<file path="config.mk">
export PLATFORM = sky130hd
export DESIGN_NAME = crc_fcs_append
export DESIGN_NICKNAME = d
export VERILOG_FILES = /design/src/rtl/crc_pkg.sv /design/src/rtl/crc_byte_update.sv /design/src/rtl/crc_fcs_append.sv
export SDC_FILE = /design/constraint.sdc
export NUM_CORES = 1
export LEC_CHECK = 0
export CAP_MARGIN = 0
export CORE_UTILIZATION = 58
export DETAILED_ROUTE_END_ITERATION = 8
export PLACE_DENSITY_LB_ADDON = 0.05
export SYNTH_ARGS = -nofsm -noshare
export SYNTH_HDL_FRONTEND = slang
export SYNTH_SLANG_ARGS = --single-unit
</file>
<file path="constraint.sdc">
create_clock -name clk -period 2.45 [get_ports clk]
set_clock_uncertainty 0.2 [all_clocks]
set_input_delay 0.3675 -clock clk [delete_from_list [all_inputs] [get_ports clk]]
set_output_delay 0.3675 -clock clk [all_outputs]
set_load 0.01 [all_outputs]
</file>
<file path="src/rtl/crc_pkg.sv">
`default_nettype none
// ============================================================================
//  Module      : crc_pkg
//  Description : Shared constants and types for the CRC-32 transmit FCS
//                inserter and the receive-side CRC checker.
//                  CRC32_POLY      reflected generator polynomial
//                  CRC32_INIT      register value at the start of a frame
//                  CRC32_RESIDUE   remainder left after data+FCS on receive
//                  ETH_MIN_PAYLOAD minimum payload length before the FCS
//                  fcs_state_t     inserter state encoding
//  Revision    : 1.0 - initial release
// ============================================================================
package crc_pkg;

    localparam logic [31:0] CRC32_POLY      = 32'hEDB88320;
    localparam logic [31:0] CRC32_INIT      = 32'hFFFFFFFF;
    localparam logic [31:0] CRC32_RESIDUE   = 32'hDEBB20E3;
    localparam int          ETH_MIN_PAYLOAD = 60;

    typedef enum logic [1:0] {
        DATA = 2'd0,
        PAD  = 2'd1,
        FCS  = 2'd2
    } fcs_state_t;

endpackage : crc_pkg
`default_nettype wire

</file>
<file path="src/rtl/crc_byte_update.sv">
`default_nettype none
// ============================================================================
//  Module      : crc_byte_update
//  Description : Purely combinational one-byte update of a reflected
//                (LSB-first) CRC register: eight chained single-bit steps,
//                data bit 0 first. Shared with the receive-side checker.
//  Ports       : acc  [W-1:0]  current CRC register value
//                d    [7:0]    data byte
//                next [W-1:0]  CRC register value after absorbing d
//  Revision    : 1.0 - initial release
// ============================================================================
module crc_byte_update
    import crc_pkg::*;
#(
    parameter int           W = 32,
    parameter logic [W-1:0] P = CRC32_POLY
) (
    input  logic [W-1:0] acc,
    input  logic [7:0]   d,
    output logic [W-1:0] next
);

    always_comb begin
        next = acc;
        for (int i = 0; i < 8; i++) begin
            if (next[0] ^ d[i]) begin
                next = (next >> 1) ^ P;
            end else begin
                next = next >> 1;
            end
        end
    end

endmodule : crc_byte_update
`default_nettype wire

</file>
<file path="src/rtl/crc_fcs_append.sv">
`default_nettype none
// ============================================================================
//  Module      : crc_fcs_append
//  Description : Transmit-side FCS inserter. Passes a valid/ready/last byte
//                stream through one output register stage and appends the
//                complemented LSB-first CRC-32 (4 bytes, low byte first)
//                after the last payload byte of every frame.
//                Optional feature macro CRC_FCS_PAD_EN: when defined, frames
//                shorter than MIN_LEN bytes are zero-padded up to MIN_LEN
//                before the FCS, and the pad bytes are covered by the CRC.
//  Ports       : clk, reset   clock, asynchronous active-high reset
//                s_valid/s_ready/s_data[7:0]/s_last   upstream byte stream
//                m_valid/m_ready/m_data[7:0]/m_last   downstream byte stream
//                                                     (m_last on final FCS)
//  Revision    : 1.0 - initial release
// ============================================================================
module crc_fcs_append
    import crc_pkg::*;
#(
    parameter int           W       = 32,
    parameter logic [W-1:0] P       = CRC32_POLY,
    parameter int           MIN_LEN = ETH_MIN_PAYLOAD
) (
    input  logic       clk,
    input  logic       reset,
    input  logic       s_valid,
    output logic       s_ready,
    input  logic [7:0] s_data,
    input  logic       s_last,
    output logic       m_valid,
    input  logic       m_ready,
    output logic [7:0] m_data,
    output logic       m_last
);

    // ------------------------------------------------------------------
    // Elaboration-time parameter sanity
    // ------------------------------------------------------------------
    if (W != 32) begin : g_width_check
        $error("crc_fcs_append: only W=32 is supported");
    end

    if (MIN_LEN < 1) begin : g_min_len_check
        $error("crc_fcs_append: MIN_LEN must be at least 1");
    end

    // ------------------------------------------------------------------
    // State
    // ------------------------------------------------------------------
    fcs_state_t   state;
    logic [W-1:0] crc;
    logic [1:0]   k;

    // The output register can take a new byte when empty or being drained.
    logic slot_free;
    assign slot_free = !m_valid || m_ready;
    assign s_ready   = (state == DATA) && slot_free;

    logic [7:0]   upd_byte;
    logic [W-1:0] crc_next;

`ifdef CRC_FCS_PAD_EN
    // Byte counter, saturating at MIN_LEN. Compares are done one bit
    // wider than the counter so a saturated count can never wrap.
    localparam int              CW          = $clog2(MIN_LEN + 1);
    localparam int              CW1         = CW + 1;
    localparam logic [CW1-1:0]  MIN_LEN_X   = CW1'(MIN_LEN);

    logic [CW-1:0]  cnt;
    logic [CW1-1:0] cnt_inc;
    logic           pad_needed;
    logic           pad_done;

    assign cnt_inc    = {1'b0, cnt} + CW1'(1);
    assign pad_needed = (cnt_inc < MIN_LEN_X);
    assign pad_done   = (cnt_inc >= MIN_LEN_X);

    // Pad bytes are zeros and enter the CRC exactly like payload.
    assign upd_byte   = (state == PAD) ? 8'h00 : s_data;

    always_ff @(posedge clk or posedge reset) begin
        if (reset) begin
            cnt <= '0;
        end else if (slot_free) begin
            case (state)
                DATA: begin
                    if (s_valid && pad_needed) begin
                        cnt <= cnt_inc[CW-1:0];
                    end else if (s_valid && (cnt_inc == MIN_LEN_X)) begin
                        cnt <= cnt_inc[CW-1:0];
                    end
                end
                PAD: begin
                    cnt <= cnt_inc[CW-1:0];
                end
                FCS: begin
                    if (k == 2'd3) begin
                        cnt <= '0;
                    end
                end
                default: begin
                    cnt <= '0;
                end
            endcase
        end
    end
`else
    assign upd_byte = s_data;
`endif

    crc_byte_update #(
        .W (W),
        .P (P)
    ) u_crc_byte_update (
        .acc  (crc),
        .d    (upd_byte),
        .next (crc_next)
    );

    // ------------------------------------------------------------------
    // Main FSM with the output register. Everything advances only on a
    // free slot, so downstream backpressure freezes the whole datapath.
    // ------------------------------------------------------------------
    always_ff @(posedge clk or posedge reset) begin
        if (reset) begin
            state   <= DATA;
            crc     <= CRC32_INIT;
            k       <= 2'd0;
            m_valid <= 1'b0;
            m_data  <= 8'h00;
            m_last  <= 1'b0;
        end else if (slot_free) begin
            case (state)
                DATA: begin
                    m_last <= 1'b0;
                    if (s_valid) begin
                        m_valid <= 1'b1;
                        m_data  <= s_data;
                        crc     <= crc_next;
                        if (s_last) begin
`ifdef CRC_FCS_PAD_EN
                            state <= pad_needed ? PAD : FCS;
`else
                            state <= FCS;
`endif
                        end
                    end else begin
                        m_valid <= 1'b0;
                    end
                end
`ifdef CRC_FCS_PAD_EN
                PAD: begin
                    m_valid <= 1'b1;
                    m_data  <= 8'h00;
                    m_last  <= 1'b0;
                    crc     <= crc_next;
                    if (pad_done) begin
                        state <= FCS;
                    end
                end
`endif
                FCS: begin
                    // CRC is held here; the complemented register is sent
                    // low byte first.
                    m_valid <= 1'b1;
                    m_data  <= ~crc[{k, 3'b000} +: 8];
                    m_last  <= (k == 2'd3);
                    if (k == 2'd3) begin
                        crc   <= CRC32_INIT;
                        k     <= 2'd0;
                        state <= DATA;
                    end else begin
                        k <= k + 2'd1;
                    end
                end
                default: begin
                    state   <= DATA;
                    m_valid <= 1'b0;
                    m_last  <= 1'b0;
                end
            endcase
        end
    end

endmodule : crc_fcs_append
`default_nettype wire
</file>
==> impl_metrics.yaml <==
outcome:
  status: "complete, no violations"
power:
  leakagePower_uw: 0.00151
  irDropWorstVdd_mv: 1.05
  power_density_mw_per_mm2: 1780
detailed_routing:
  wl_per_cell_um: 17.9
  vias_per_cell: 5.42
  drc: 0
  drt_iter0_markers: 125
  first_pass_iters: 4
  route.vias.total: 1877
  wirelength_um: 6200
  antenna_left: 0
timing:
  period_needed_ns: 2.19
  whs_ns: 0.283
  setup_viol: 0
  finalCritPeriodShare_pct: 89.6
  tightest_slew_ns: 0.575
  grt_setup_unrepaired: "no"
  hold_viol_final: 0
  final_max_slew_viol_count: 0
  clock.fmax_mhz: 456
  relSlewSlack_pct: 61.7
clock_tree:
  clock_sinks: 45
  clockRootBuffer: "clkbuf_8"
  postCtsHoldBufs: 0
  cts_made_buffers: 5
  post_cts_buffers: 0
  cts_tree: "built"
  htreeDepth: 2
  cts_resized: 0
  cts_buffer_depth: 2
  clk_latency_ns: 0.30
  clkTransAtPathRegs_ns: 0.08
place:
  gp_congestion: 0.841
  io_buffer_count: 23
  placed_area_mm2: 0.00343
  hpwlAfterDp_um: 4480
synthesis:
  yosysSeqAreaShare_pct: 40.2
  ys_warn_count: 0
  ys_ff_latch: 45
  syn_area_mm2: 0.00290
  synth_cells: 229
  synth_area_per_cell_um2: 12.7
  syn_nets: 243
  synth.distinct_cells: 32
final_layout:
  finalInstanceArea_mm2: 0.00353
  final_util_pct: 74.2
  nFillCells: 330
  final_common_cell: "dfstp_2"
  diodes: 0
  area_delta_synth_final_pct: 21.8
  final_cell_mix: "32 x dfstp_2, 30 x nor2_1, 28 x buf_4, 26 x a21oi_1, 23 x clkdlybuf4s50_1"
  nets: 292
  layout-drive-gt1-share_pct: 34.4
critical_path:
  slowest_delay_ns: 0.48
  worstSetupEndpointType: "flip-flop"
  arrival_ns: 2.22
  critPathLaunchType: "primary input"
  crit_type: "primary input to flip-flop"
  crit_required_ns: 2.48
  cp_cell_sequence: "clkdlybuf4s50_1, xnor2_2, xnor3_2, xnor3_1, a21oi_1"
  path_max_fanout: 4
  cp_slowest_cell: "clkdlybuf4s50_1"
floorplanning:
  die_x_um: 72.7
  rows: 25
  die_area_mm2: 0.00528
  core-area_mm2: 0.00475
  io-pin-count: 24
  die_h_um: 72.7
  start_util_pct: 60.9
flow_run:
  cap_violations: 0
global_route:
  grt_first_pass_wirelength_um: 10300
  grt_overflow: 0
  grt_max_degree: 46
  grt_pass1_vias: 1984
  antenna_found_initial: 0
  track_usage_pct: 26.9
min_path:
  min_path_type: "flip-flop to flip-flop"
[power by group]
group	switching, uW	internal (uW)
Combinational	1640	2600
Clock	247	255
Sequential	307	1240
[stage by stage]
step	instances	setup TNS [ns]	setup slack (ns)	total power (uW)
after floorplan	229	0	0.315	4580
after global placement	338	-0.000998	-0.000998	5690
after detailed placement	338	-0.163	-0.0477	5790
after CTS	346	0	0.261	6320
after global routing	346	0	0.163	6680
final	346	0	0.256	6280
[cells by family after synthesis]
family,synth area share [%]
DFF,40.2
AOI/OAI and AO/OA,11.1
muxes,6.74
adders and majority gates,0.432
xor gates and xnor gates,33.4
buffers and inverters,1.68
and+or+nand+nor,6.43
[layout make-up]
| type | count | area, um2 | share of cell area, % |
|---|---|---|---|
| repair buffers | 53 | 480 | 13.6 |
| clock buffers | 7 | 96.3 | 2.73 |
| flip-flops and latches | 45 | 1170 | 33.0 |
| clock inverters | 1 | 5.00 | 0.142 |
| well taps | 67 | 83.8 | 2.38 |
| inverters | 2 | 7.51 | 0.213 |
| multi-input cells | 171 | 1690 | 47.9 |
[Yosys cell counts (all sizes together)]
cell type / count / share of area, %
dfstp: 32 / 29
nor2: 31 / 4.0
a21oi: 27 / 4.7
xnor2: 27 / 12
xnor3: 18 / 14
dfrtp: 13 / 11
xor2: 13 / 5.1
clkbuf: 11 / 1.4
nand2: 9 / 1.2
mux4: 8 / 6.3
o21ai: 7 / 1.2
o211ai: 6 / 1.6
o22a: 6 / 1.8
a31oi: 5 / 1.1
nand2b: 3 / 0.65
xor3: 3 / 2.5
inv: 2 / 0.26
a21o: 1 / 0.26
ha: 1 / 0.43
mux2: 1 / 0.39
nor2b: 1 / 0.22
nor3: 1 / 0.17
o22ai: 1 / 0.22
o32ai: 1 / 0.30
or3: 1 / 0.22
[final timing paths]
check                                from         to  slack [ns]  cells past startpoint
worst max-delay path            s_data[6]    crc[18]        0.26                      5
worst min-delay path               m_last     m_last        0.28                      2
worst max register to register     crc[0]    crc[17]        0.35                      5
worst min register to register     m_last     m_last        0.28                      2
max in group asynchronous           reset     crc[0]        1.33                      3
min in group asynchronous           reset  m_data[1]        0.32                      3
[registers in the layout (all words and copies together), names as in the netlist]
| signal | count |
|---|---|
| k | 2 |
| state | 1 |
| m_valid | 1 |
| m_data | 8 |
| crc | 32 |
| m_last | 1 |
[critical path: cells and delay by family]
| family | cells | cell delay [ns] |
|---|---|---|
| AO/OA/AOI/OAI | 1 | 0.15 |
| XOR/XNOR | 3 | 1.22 |
| buffers and inverters | 1 | 0.48 |
[per-layer routing]
| metal | global-route usage, % | routed length (um) | part of all wire (%) | vias to the layer above |
|---|---|---|---|---|
| met4 | 7.63 | 88 | 1.4 | 0 |
| li1 | - | - | - | 908 |
| met3 | 4.70 | 184 | 3.0 | 10 |
| met2 | 43.9 | 3080 | 50 | 34 |
| met1 | 37.6 | 2850 | 46 | 925 |
| met5 | 0 | 0 | 0 | - |
(Power assumes the default switching activity.)
